`src/rtl/upsample2x_stream.sv`:
```
// 2x upsampler for signed 8-bit raster rows: each pixel is emitted twice, then the row is replayed.
// Optional UPSAMPLE_ZERO_INSERT_EN selects zero-insertion upsampling instead of replication.
module upsample2x_stream #(
  parameter int IN_LENGTH = 14
) (
  input  logic              clk,
  input  logic              rst_n,
  input  logic              in_valid,
  output logic              in_ready,
  input  logic signed [7:0] pixel_in,
  output logic              out_valid,
  input  logic              out_ready,
  output logic signed [7:0] pixel_out,
  output logic              out_eol,
  output logic              out_row_odd
);

  localparam int CW = $clog2(IN_LENGTH + 1);
  localparam logic [CW-1:0] WR_END  = CW'(IN_LENGTH);
  localparam logic [CW-1:0] RD_LAST = CW'(IN_LENGTH - 1);

  typedef enum logic {FILL, REPLAY} state_t;

  state_t            state;
  logic signed [7:0] hold;
  logic              hold_valid;
  logic              dup;
  logic [CW-1:0]     wr_col;
  logic [CW-1:0]     rd_col;
  logic              in_fire;
  logic              out_fire;

`ifndef UPSAMPLE_ZERO_INSERT_EN
  localparam int IW = $clog2(IN_LENGTH);
  logic signed [7:0] row_mem [IN_LENGTH];
`endif

  assign in_fire  = in_valid & in_ready;
  assign out_fire = out_valid & out_ready;

  always_comb begin
    in_ready    = 1'b0;
    out_valid   = 1'b0;
    pixel_out   = '0;
    out_eol     = 1'b0;
    out_row_odd = 1'b0;
    case (state)
      FILL: begin
        // A new pixel may enter while the second copy of the held one leaves.
        in_ready  = rst_n && (wr_col != WR_END) && (!hold_valid || (out_ready && dup));
        out_valid = hold_valid;
`ifdef UPSAMPLE_ZERO_INSERT_EN
        pixel_out = dup ? '0 : hold;
`else
        pixel_out = hold;
`endif
        out_eol   = (wr_col == WR_END) && dup;
      end
      REPLAY: begin
        out_valid   = 1'b1;
`ifdef UPSAMPLE_ZERO_INSERT_EN
        pixel_out   = '0;
`else
        pixel_out   = row_mem[rd_col[IW-1:0]];
`endif
        out_eol     = (rd_col == RD_LAST) && dup;
        out_row_odd = 1'b1;
      end
      default: ;
    endcase
  end

  always_ff @(posedge clk or negedge rst_n) begin
    if (!rst_n) begin
      state      <= FILL;
      hold       <= '0;
      hold_valid <= 1'b0;
      dup        <= 1'b0;
      wr_col     <= '0;
      rd_col     <= '0;
`ifndef UPSAMPLE_ZERO_INSERT_EN
      row_mem    <= '{default: '0};
`endif
    end else begin
      case (state)
        FILL: begin
          if (in_fire) begin
            hold   <= pixel_in;
            wr_col <= wr_col + CW'(1);
`ifndef UPSAMPLE_ZERO_INSERT_EN
            row_mem[wr_col[IW-1:0]] <= pixel_in;
`endif
          end
          if (in_fire)
            hold_valid <= 1'b1;
          else if (out_fire && dup)
            hold_valid <= 1'b0;
          if (out_fire)
            dup <= !dup;
          if (out_fire && out_eol) begin
            state      <= REPLAY;
            hold_valid <= 1'b0;
            dup        <= 1'b0;
            rd_col     <= '0;
          end
        end
        REPLAY: begin
          if (out_fire) begin
            dup <= !dup;
            if (dup)
              rd_col <= rd_col + CW'(1);
            if (out_eol) begin
              state  <= FILL;
              wr_col <= '0;
              rd_col <= '0;
              dup    <= 1'b0;
            end
          end
        end
        default: state <= FILL;
      endcase
    end
  end

endmodule

```
`config.mk`:
```
export PLATFORM = sky130hd
export DESIGN_NAME = upsample2x_stream
export DESIGN_NICKNAME = d
export VERILOG_FILES = /design/src/rtl/upsample2x_stream.sv
export SDC_FILE = /design/constraint.sdc
export NUM_CORES = 1
export LEC_CHECK = 0
export ABC_AREA = 0
export CAP_MARGIN = 20
export CORE_UTILIZATION = 60
export DETAILED_ROUTE_END_ITERATION = 12
export GPL_TIMING_DRIVEN = 1
export PLACE_DENSITY = 0.79
export SYNTH_ARGS = -nofsm -noshare
export SYNTH_HDL_FRONTEND = slang
export SYNTH_SLANG_ARGS = --single-unit
export TNS_END_PERCENT = 50
```
`constraint.sdc`:
```
create_clock -name clk -period 4.4 [get_ports clk]
set_input_delay 0.88 -clock clk [delete_from_list [all_inputs] [get_ports clk]]
set_output_delay 0.88 -clock clk [all_outputs]
set_load 0.005 [all_outputs]
```
==> results by stage, run 1 <==
Synth:
- The total nets after synthesis is 464.
- The mapped netlist covers 6430 um2.
- After synthesis, the cell types taking the most area are dfrtp_1 51%, mux2_2 21%, mux4_2 7.0%.
- The cell with the most instances after synthesis is dfrtp_1.
- The xor/xnor cell area share of the yosys netlist is 0.00136.
- Of the total synthesized cell area, the portion taken by full adders, half adders and majority gates is 0.0117.
- The flip-flop and latch count after synthesis is 131.
- Dividing the synthesized area by the synthesized cell count gives 14.4 um2.
- The yosys synthesis warning count is 0.
- The commonest cells after synthesis are 131 x dfrtp_1, 118 x mux2_2, 20 x mux4_2.
- Of the post-synthesis cell area, the part taken by muxes is 0.322.
- The number of flops mapped to enable cells by yosys is 0.
- Of all flip-flops after synthesis, the portion carrying an async set or reset was 1.00.
- The count of distinct cell types in the synthesized netlist is 46.
- The dominant cell type by area after synthesis is dfrtp_1.
- The main combinational cell family by area after synthesis is multiplexers.
- The share of synthesized area in the top cell type comes to 0.510.
- For this run, the leading register cell type out of synthesis is dfrtp_1.
- The post-synthesis compound-gate area fraction is 0.0498.
- The synthesized instance count is 446.
- The proportion of synthesized chip area in sequential cells is 0.510.
- Of the total synthesized cell area, the portion taken by AND, OR, NAND and NOR gates is 0.0777.

Placement:
- Port buffering added 23 buffers.
- The post-detailed-placement half-perimeter wirelength is 8.78 mm.
- Prior to clock tree synthesis, the placed netlist has a worst setup slack of 0.882 ns.
- After detailed placement, the total cell area comes to 6740 um2.
- At the end of routability-driven placement, the weighted congestion stood at 0.791.

Final layout:
- The layout cell share with drive strength beyond 1 is 0.443.
- The repair_antennas step left the layout with diodes totalling 0.
- The area growth from synthesis to layout is 14.1%.
- The count of fill cells added during filler insertion is 698.
- The final layout contains 485 nets.
- The finished cells cover 7330 um2.

Timing:
- The post-route worst setup slack is 0.523 ns.
- The final number of hold-violating endpoints is 0.
- Setup violations remaining at the end of the flow were counted as 0.
- Of the available clock period, the critical path in the final layout requires 0.881.
- The worst path in the final design needs a cycle of 3.88 ns, including I/O delays and setup.
- The final worst clock skew is 0.00349 ns.
- The headroom to the max-slew limit is 0.374.
- Setup repair after global routing left no endpoint under its margin.
- Timing would allow up to 0.258 GHz.
- The measured slew at the worst slew-check pin is 0.939 ns.
- Summed over all failing endpoints, the final setup total negative slack is 0 ns.
- The number of slew-limit violations in the final report is 0.

Clocking:
- Buffers added to address setup during post-CTS repair amount to 0.
- TritonCTS built the clock tree.
- Gates resized during post-CTS repair numbered 0.
- The clock latency reported for the late side of the worst-skew pair is 0.52 ns.
- The clock net in this run drives a total of 131 sinks.
- The number of clock buffers inserted by TritonCTS is 17.
- After clock tree synthesis, the clock-pin slew on the worst setup and hold paths is 0.06 ns.
- The clock root buffer master is clkbuf_8.
- The number of buffers on the longest clock path is 2.
- The number of H-tree levels is 4.
- The number of hold-repair buffers added at the cts stage is 0.

Setup path:
- The reg2reg setup slack is 1.52 ns.
- The path depth of the worst reg2reg path is 5.
- Grouping stages by cell kind, the critical path spends the most delay in flip-flops.
- The signal on the critical path passes through mux4_2 > nor2b_1 > a211oi_1 > a211oi_1 > clkdlybuf4s50_1.
- By instance count, the cell type seen most on the critical path is a211oi_1.
- For this run, the slowest stage of the critical path takes 0.78 ns.
- In this run the worst path has a maximum fanout of 23.
- The kind of launch point of the worst setup path is a flip-flop.
- The slowest cell on the critical path is dfrtp_2.
- The worst setup path is of the reg2out kind.
- In this run the critical register-to-register path is launched from state.
- Data on the critical path is required at its endpoint by 3.52 ns.
- Data on the critical path arrives at its endpoint at 3.00 ns.
- The worst flop-to-flop path endpoint is row_mem[81].
- The total buffers and inverters traversed by the critical path is 1.
- STA classifies the critical path endpoint as an output port.

GRT:
- The number of antenna violations at the first check in global routing came to 0.
- The overall global routing resource usage is 0.271.
- The first-pass GRT wire length is 22.1 mm.
- The via count of the first global-routing pass is 3990.
- The total congestion overflow is 0.
- The pin count of the biggest net entering global routing is 75.

Run status:
- The flow ran to the end, and the final reports show no timing, DRC or antenna violations.

Routing:
- The antenna violation net count after detailed routing is 0.
- The number of search-and-repair iterations in the first detailed-routing pass is 4.
- The via count normalized by instance count is 6.22.
- Summing over every cut layer, the via total after detailed routing is 3828.
- The wire length reported by the detailed router is 13.5 mm.
- The DRC violation total after the first TritonRoute iteration is 212.
- The per-cell routed wire length is 22.0 um.
- For this run, design rule violations remaining after detail routing come to 0.

Power:
- Power spread over the standard cell area amounts to 629 nW/um2.
- Across the VDD grid, the largest voltage drop is 0.420 mV.
- The overall power of the completed layout is 0.00461 W.
- In this run the static leakage power is 3.36 nW.

Hold path:
- The hold path startpoint is row_mem[91].
- For hold timing, the worst endpoint is row_mem[91].
- Along the worst hold path, the cell count comes to 1.
- The worst hold path belongs to the class reg2reg.

Die:
- The I/O pin count is 24.
- The number of placement rows is 37.
- The die covers 11100 um2.
- The floorplan step defined a core boundary enclosing 10400 um2.
- Measured along the x axis, the die boundary spans 105 um.
- The initial cell density of the core is 0.620.
- The vertical extent of the die is 105 um.

Job:
- The count of max-cap constraint violations is 0.
==> stage by stage <==
step	utilization	instances	hold slack, ns
6_report	0.707	615	0.502
4_1_cts	0.707	615	0.505
5_1_grt	0.707	615	0.515
3_5_place_dp	0.650	584	0.491
3_3_place_gp	0.650	584	0.483
2_1_floorplan	-	446	0.475
==> cell families after synthesis <==
| family | Yosys count |
|---|---|
| buf+inv | 38 |
| mux | 159 |
| simple gates | 70 |
| compound gates | 41 |
| xor+xnor | 1 |
| flops | 131 |
| fa+ha+maj | 6 |
==> area by class of cell <==
class	count	area (um2)	area share
Sequential cell	131	3280	0.447
Multi-Input combinational cell	277	2970	0.405
Clock buffer	24	490	0.0669
Timing Repair Buffer	31	288	0.0392
Tap cell	136	170	0.0232
Clock inverter	7	97.6	0.0133
Inverter	9	33.8	0.00461
==> report_power, final <==
part           switching (W)  internal (W)
Clock               0.000491      0.000879
Sequential          0.000309       0.00164
Combinational       0.000507      0.000787
Total                0.00131       0.00331
==> layer usage <==
| layer | vias to the layer above | wire [um] | GRT usage | share of wire |
|---|---|---|---|---|
| met2 | 101 | 6710 | 0.411 | 0.50 |
| met3 | 18 | 759 | 0.0699 | 0.056 |
| met1 | 2017 | 5840 | 0.381 | 0.43 |
| li1 | 1692 | - | - | - |
| met5 | - | 0 | 0 | 0 |
| met4 | 0 | 210 | 0.104 | 0.016 |
==> state kept, by name, indices dropped and copies added (netlist names) <==
name / count
rd_col: 4
hold_valid: 1
wr_col: 4
row_mem: 112
state: 1
hold: 8
dup: 1
==> worst reg2reg max path, stage by stage, from the launching register on <==
cell and delay [ns]:
dfrtp_1 0.58, buf_4 0.30, a31oi_4 0.19, nand3_4 0.35
or4_1 0.92, mux2_4 0.41
==> worst max-delay path by stage <==
stage | slack, ns | startpoint | depth (start not counted) | end
after floorplan | 1.74 | rd_col[0] | 6 | pixel_out[3]
after global placement | 0.94 | out_ready | 5 | in_ready
after detailed placement | 0.88 | out_ready | 5 | in_ready
after CTS | 0.48 | rd_col[0] | 5 | pixel_out[2]
after global routing | 0.38 | rd_col[0] | 5 | pixel_out[4]
final | 0.52 | rd_col[0] | 5 | pixel_out[2]
==> placed cells by master, fill, tap and decap left out, types with 2 or more instances in the layout <==
cell type and n:
a211oi_1 5, a21oi_1 3, a222oi_1 3, a31oi_1 3
a41oi_1 2, and3_1 2, buf_4 9, bufinv_16 2
clkbuf_1 2, clkbuf_16 16, clkbuf_8 6, clkdlybuf4s50_1 22
clkinv_4 2, clkinvlp_4 2, dfrtp_1 130, ha_1 6
inv_1 9, mux2_2 118, mux2_4 16, mux2i_1 5
mux4_2 20, nand2_1 19, nand2b_1 4, nand3_1 9
nand4_1 2, nor2_1 9, nor2b_1 5, nor3_4 10
nor4_4 2, o21ai_0 5, o22ai_1 3, o2bb2ai_1 4
o31ai_1 3, or2_2 3, or4_1 2
Note: power is estimated with default switching activity, not from simulation.
==> run 2: changes to the inputs <==
SKIP_CTS_REPAIR_TIMING = 1   (was unset)
TNS_END_PERCENT = unset   (was 50)
==> results of run 2 <==
No change in the layout: final DEF, timing and power equal those of run 1.
==> run 3: changes to the inputs <==
CORE_MARGIN = 2   (was unset)
==> results by stage, run 3 (synthesized netlist as in run 1, its figures left out) <==
Run status:
- The run finished with clean final reports.

Hold path:
- The startpoint identified for the worst hold timing path is row_mem[72].
- The kind of path behind the tightest hold check is reg2reg.
- The count of cells along the worst hold path is 1 (unchanged).

Final layout:
- The number of flip-flops under the largest register name is 112 (unchanged).
- The layout cell share with drive strength beyond 1 is 0.443 (about the same).
- The register with the most flip-flops is row_mem.
- The total non-filler cell area in the finished layout is 7310 um2 (-0.24%).
- The count of fill cells added during filler insertion is 698 (unchanged).
- The area growth from synthesis to layout is 13.8%.
- The largest registers in the layout are row_mem: 112 flops, hold: 8 flops.
- The commonest non-fill, non-tap cell in the layout is dfrtp_1.
- In the layout the commonest cells are 130 x dfrtp_1, 118 x mux2_2, 22 x clkdlybuf4s50_1.
- The number of nets in the layout came to 486 (+0.21%).
- The number of diodes added for antenna fixing is 0 (unchanged).

Timing:
- The final hold slack was 0.502 ns (+0.000267 ns).
- The share of the clock period used by the worst path was 0.881 (about the same).
- The final-layout setup total negative slack came to 0 ns (unchanged).
- The final worst clock skew is 0.00887 ns (+0.00538 ns).
- The shortest clock period the worst path allows after layout is 3.88 ns (-0.000359 ns).
- Setup repair after global routing left no endpoint under its margin.
- The number of failing setup endpoints in the final timing report is 0 (unchanged).
- The number of slew-limit violations in the final report is 0 (unchanged).
- The final number of hold-violating endpoints is 0 (unchanged).
- The measured slew at the worst slew-check pin came to 0.972 ns (+0.0337 ns).
- The maximum achievable frequency is 0.258 GHz (about the same).
- The headroom to the max-slew limit is 0.352 (-0.0225).

Power:
- The largest voltage drop on the vdd net is 0.343 mV (-18%).
- The total leakage power was 3.35 nW (-0.37%).
- The power per cell area is 625 nW/um2 (-0.60%).
- The overall power of the completed layout was 0.00458 W (-0.83%).

Routing:
- The wire length reported by the detailed router is 13.3 mm (-1.6%).
- The per-cell routed wire length is 21.6 um (-1.9%).
- The number of search-and-repair iterations in the first detailed-routing pass came to 4 (unchanged).
- The DRC violation total after the first TritonRoute iteration came to 299 (+41%).
- The via count is 3806 (-0.57%).
- The number of DRC violations after detailed routing came to 0 (unchanged).
- The via count normalized by instance count came to 6.17 (-0.90%).
- The antenna violation net count after detailed routing is 0 (unchanged).

Die:
- The vertical extent of the die is 107 um (+1.9%).
- The floorplan die area is 11600 um2 (+3.8%).
- The number of placement rows is 37 (unchanged).
- The area inside the core boundary is 10400 um2 (unchanged).
- The I/O pin count is 24 (unchanged).
- The chip width is 107 um (+1.9%).
- The initial cell density of the core was 0.620 (unchanged).

Clocking:
- The number of H-tree levels is 4 (unchanged).
- The number of clock buffers inserted by TritonCTS is 17 (unchanged).
- The number of buffers on the longest clock path is 2 (unchanged).
- The number of sinks driven by the clock tree came to 131 (unchanged).
- The post-CTS clock slew at the launch and capture registers of the worst setup and hold paths is 0.06 ns (about the same).
- The clock root buffer master is clkbuf_8.
- The CTS tree is built.
- The clock latency reported for the late side of the worst-skew pair was 0.53 ns (about the same).

Setup path:
- The path depth of the worst reg2reg path is 6 (+1).
- The kind of launch point of the worst setup path is a flip-flop.
- The largest fanout on the critical path was 13 (-43%).
- The critical register-to-register path startpoint is wr_col[0].
- The data arrival time of the critical path is 3.00 ns (about the same).
- The data required time at the worst endpoint was 3.52 ns (about the same).
- The path type of the worst setup path is reg2out.
- In this run the worst setup path begins at rd_col[2].
- The worst setup path is captured at an output port.

Placement:
- The post-detailed-placement half-perimeter wirelength is 8.67 mm (-1.2%).
- The number of buffer cells added on primary ports is 23 (unchanged).
- The cell area reported after detailed placement is 6750 um2 (+0.11%).
- The routability congestion estimate is 0.861 (+8.8%).

GRT:
- The met3 layer usage reported by global route is 0.0763 (+0.00639).
- The met1 usage was 0.362 (-0.0184).
- The via count of the first global-routing pass was 3936 (-1.4%).
- The number of antenna violations at the first check in global routing is 0 (unchanged).
- In this run the most used layer during global routing was met2.
- The pin count of the biggest net entering global routing is 79 (+5.3%).
- The met2 track demand over resource in global routing is 0.399 (-0.0123).
- The total congestion overflow was 0 (unchanged).
- The first-pass GRT wire length was 21.8 mm (-1.4%).
- The overall global routing resource usage came to 0.259 (-0.0129).

Job:
- The count of max-cap constraint violations is 0 (unchanged).
==> run 3: cell types whose count changed in the layout (fill, tap and decap cells not counted) <==
| cell | previous run | this run |
|---|---|---|
| clkinv_4 | 2 | 3 |
| clkbuf_1 | 2 | 3 |
| clkbuf_8 | 6 | 4 |
| buf_4 | 9 | 10 |
| clkinv_2 | 1 | 0 |
| clkinvlp_4 | 2 | 3 |
| bufinv_16 | 2 | 1 |
| inv_6 | 0 | 2 |
==> run 3: routing by layer <==
| metal | up-vias | share of wire | wire length, um |
|---|---|---|---|
| met5 | - | 0 | 0 |
| met1 | 1977 | 0.44 | 5900 |
| met2 | 111 | 0.49 | 6520 |
| met4 | 0 | 0.012 | 154 |
| met3 | 15 | 0.055 | 727 |
| li1 | 1703 | - | - |
==> run 3: per-stage QoR <==
stage	utilization	std cells	setup slack (ns)
CTS	0.705	617	0.485
global route	0.705	617	0.348
global placement	0.651	585	0.953
detailed placement	0.651	585	0.914
finish	0.705	617	0.523
floorplan	-	446	1.74
==> run 3: final cells by class <==
type	instances	area, um2	share of cell area
inverters	9	33.8	0.00462
clock inverters	9	96.3	0.0132
repair buffers	32	295	0.0404
clock buffers	23	467	0.0638
multi-input cells	277	2970	0.406
well taps	136	170	0.0233
flip-flops and latches	131	3280	0.448
==> run 3: critical path, cell delays in order, from the launching register on <==
cell and delay (ns):
dfrtp_1 0.78, nor2b_1 0.55, a211oi_1 0.17, a211oi_1 0.38, clkdlybuf4s50_1 0.58
==> run 3: worst paths after layout <==
check                                     to  slack [ns]
worst min-delay path             row_mem[72]        0.50
max in group asynchronous          rd_col[0]        2.50
worst max register to register   row_mem[81]        1.55
worst min register to register   row_mem[72]        0.50
min in group asynchronous       row_mem[106]        0.64
worst max-delay path            pixel_out[1]        0.52
==> run 3: report_power, final <==
group | switching [W] | leakage [nW] | internal, W
Combinational | 0.000517 | 1.35 | 0.000789
Clock | 0.000527 | 0.265 | 0.000800
Sequential | 0.000301 | 1.73 | 0.00164
==> variant, RTL diff (settings of run 2) <==
Change the parameter `IN_LENGTH` from 14 to 16.
--- a/src/rtl/upsample2x_stream.sv
+++ b/src/rtl/upsample2x_stream.sv
@@ -1,7 +1,7 @@
 // 2x upsampler for signed 8-bit raster rows: each pixel is emitted twice, then the row is replayed.
 // Optional UPSAMPLE_ZERO_INSERT_EN selects zero-insertion upsampling instead of replication.
 module upsample2x_stream #(
-  parameter int IN_LENGTH = 14
+  parameter int IN_LENGTH = 16
 ) (
   input  logic              clk,
   input  logic              rst_n,
Behaviour: no difference found for any inputs over 10 cycles, from zero or initial values and one cycle with rst_n low; that may be too few to reach the edited logic, so the function may still have changed.
==> variant against run 2 <==
The flow now finishes with violations (DRC). Sequential cell count increased by 18. Total power increased by 25%. Non-clock buffer count increased by 2. Routed wire length increased by 11%. Final area increased by 12%. Worst setup slack improved by 150 ps. Combinational power increased by 56%. Synthesized area increased by 13%. Critical endpoint is now pixel_out[4]. Largest power group unchanged.
==> variant: results <==
export IMPL_vdd_ir_drop_max_mv=0.376
export IMPL_path_max_fanout=26
export IMPL_holdPathEnd="row_mem[57]"
export IMPL_fillers=773
export IMPL_routedWlPerCell_um=22.3
export IMPL_grt_usage_pct=26.6
export IMPL_dpl_hpwl_um=9620
export IMPL_rrSetupSlack_ps=1760
export IMPL_grt_max_degree=88
export IMPL_via_per_inst=6.30
export IMPL_drc_errors=1
export IMPL_clk_latency_ps=430
export IMPL_nets=535
export IMPL_critical_path_max_stage_delay_ps=740
export IMPL_cell_internal_pwr_mw=3.95
export IMPL_synth_commonest_cells="dfrtp_1, mux2_2, mux2i_1, clkbuf_1, o22ai_1"
export IMPL_arrival_ps=2850
export IMPL_ys_types=45
export IMPL_yosys_top_cells_area="dfrtp_1, mux2_2, mux2i_1"
export IMPL_violations="DRC"
export IMPL_status="complete, but fails checks"
export IMPL_grt_pass1_vias=4489
export IMPL_grt_pass1_wl_um=24600
export IMPL_max_slew_worst_pin_slew_ps=806
export IMPL_largest_reg_flops=128
export IMPL_syn_num_nets=521
export IMPL_leakage_nw=3.77
export IMPL_drtIter0Drc=297
## variant: area by class of cell
type                       count  area [um2]  area share [%]
multi-input combinational    308        3310            40.4
sequential                   149        3730            45.5
clock buffer                  23         478            5.83
clock inverter                 9         125            1.53
tap                          143         179            2.18
inverter                       8        30.0           0.366
timing repair buffer          33         339            4.14
## variant: worst register-to-register path, cell delays in order (launching register included)
cell and delay [ps]:
dfrtp_1 390, inv_1 100, ha_1 220, and4bb_4 230, a2111oi_4 240, buf_4 460
nand2_1 450, mux2_2 420
## variant: logic make-up after synthesis
family	count (synthesis)	synth area share [%]
mux	193	32.1
xor+xnor	2	0.241
fa+ha+maj	6	1.03
buf+inv	46	3.03
simple gates	55	7.03
compound gates	52	5.20
flops	149	51.3
## variant: worst max-delay path by stage
| stage | start | end | slack (ps) | cells past startpoint |
|---|---|---|---|---|
| 4_1_cts | rd_col[0] | pixel_out[4] | 640 | 5 |
| 5_1_grt | rd_col[0] | pixel_out[4] | 530 | 5 |
| 3_3_place_gp | out_ready | in_ready | 990 | 4 |
| 2_1_floorplan | rd_col[0] | pixel_out[0] | 1800 | 7 |
| 3_5_place_dp | out_ready | in_ready | 980 | 4 |
| 6_report | rd_col[0] | pixel_out[4] | 670 | 5 |
## variant: metrics by stage
step / utilization (%) / area (um2) / setup WS (ps) / hold slack [ps] / std cells
4_1_cts: 70.3 / 8170 / 638 / 493 / 672
3_3_place_gp: 65.1 / 7560 / 994 / 470 / 640
6_report: 70.6 / 8190 / 670 / 488 / 673
5_1_grt: 70.6 / 8190 / 533 / 510 / 673
3_5_place_dp: 65.1 / 7560 / 975 / 480 / 640
2_1_floorplan: - / 7260 / 1800 / 459 / 503
## variant: power groups by stage
stage | Clock, mW | Sequential [mW] | Combinational, mW
2_1_floorplan | 0 | 2.12 | 1.55
3_3_place_gp | 0 | 2.26 | 1.94
3_5_place_dp | 0 | 2.30 | 2.00
4_1_cts | 1.51 | 2.29 | 2.02
5_1_grt | 1.56 | 2.36 | 2.16
6_report | 1.48 | 2.29 | 2.01
## variant: per-layer routing
metal  GRT usage [%]  part of all wire, %  vias up
met4            9.78                  1.4        0
li1                -                    -     1907
met3            6.21                  3.2       13
met1            35.7                   45     2254
met5               0                    0        -
met2            42.7                   50       66
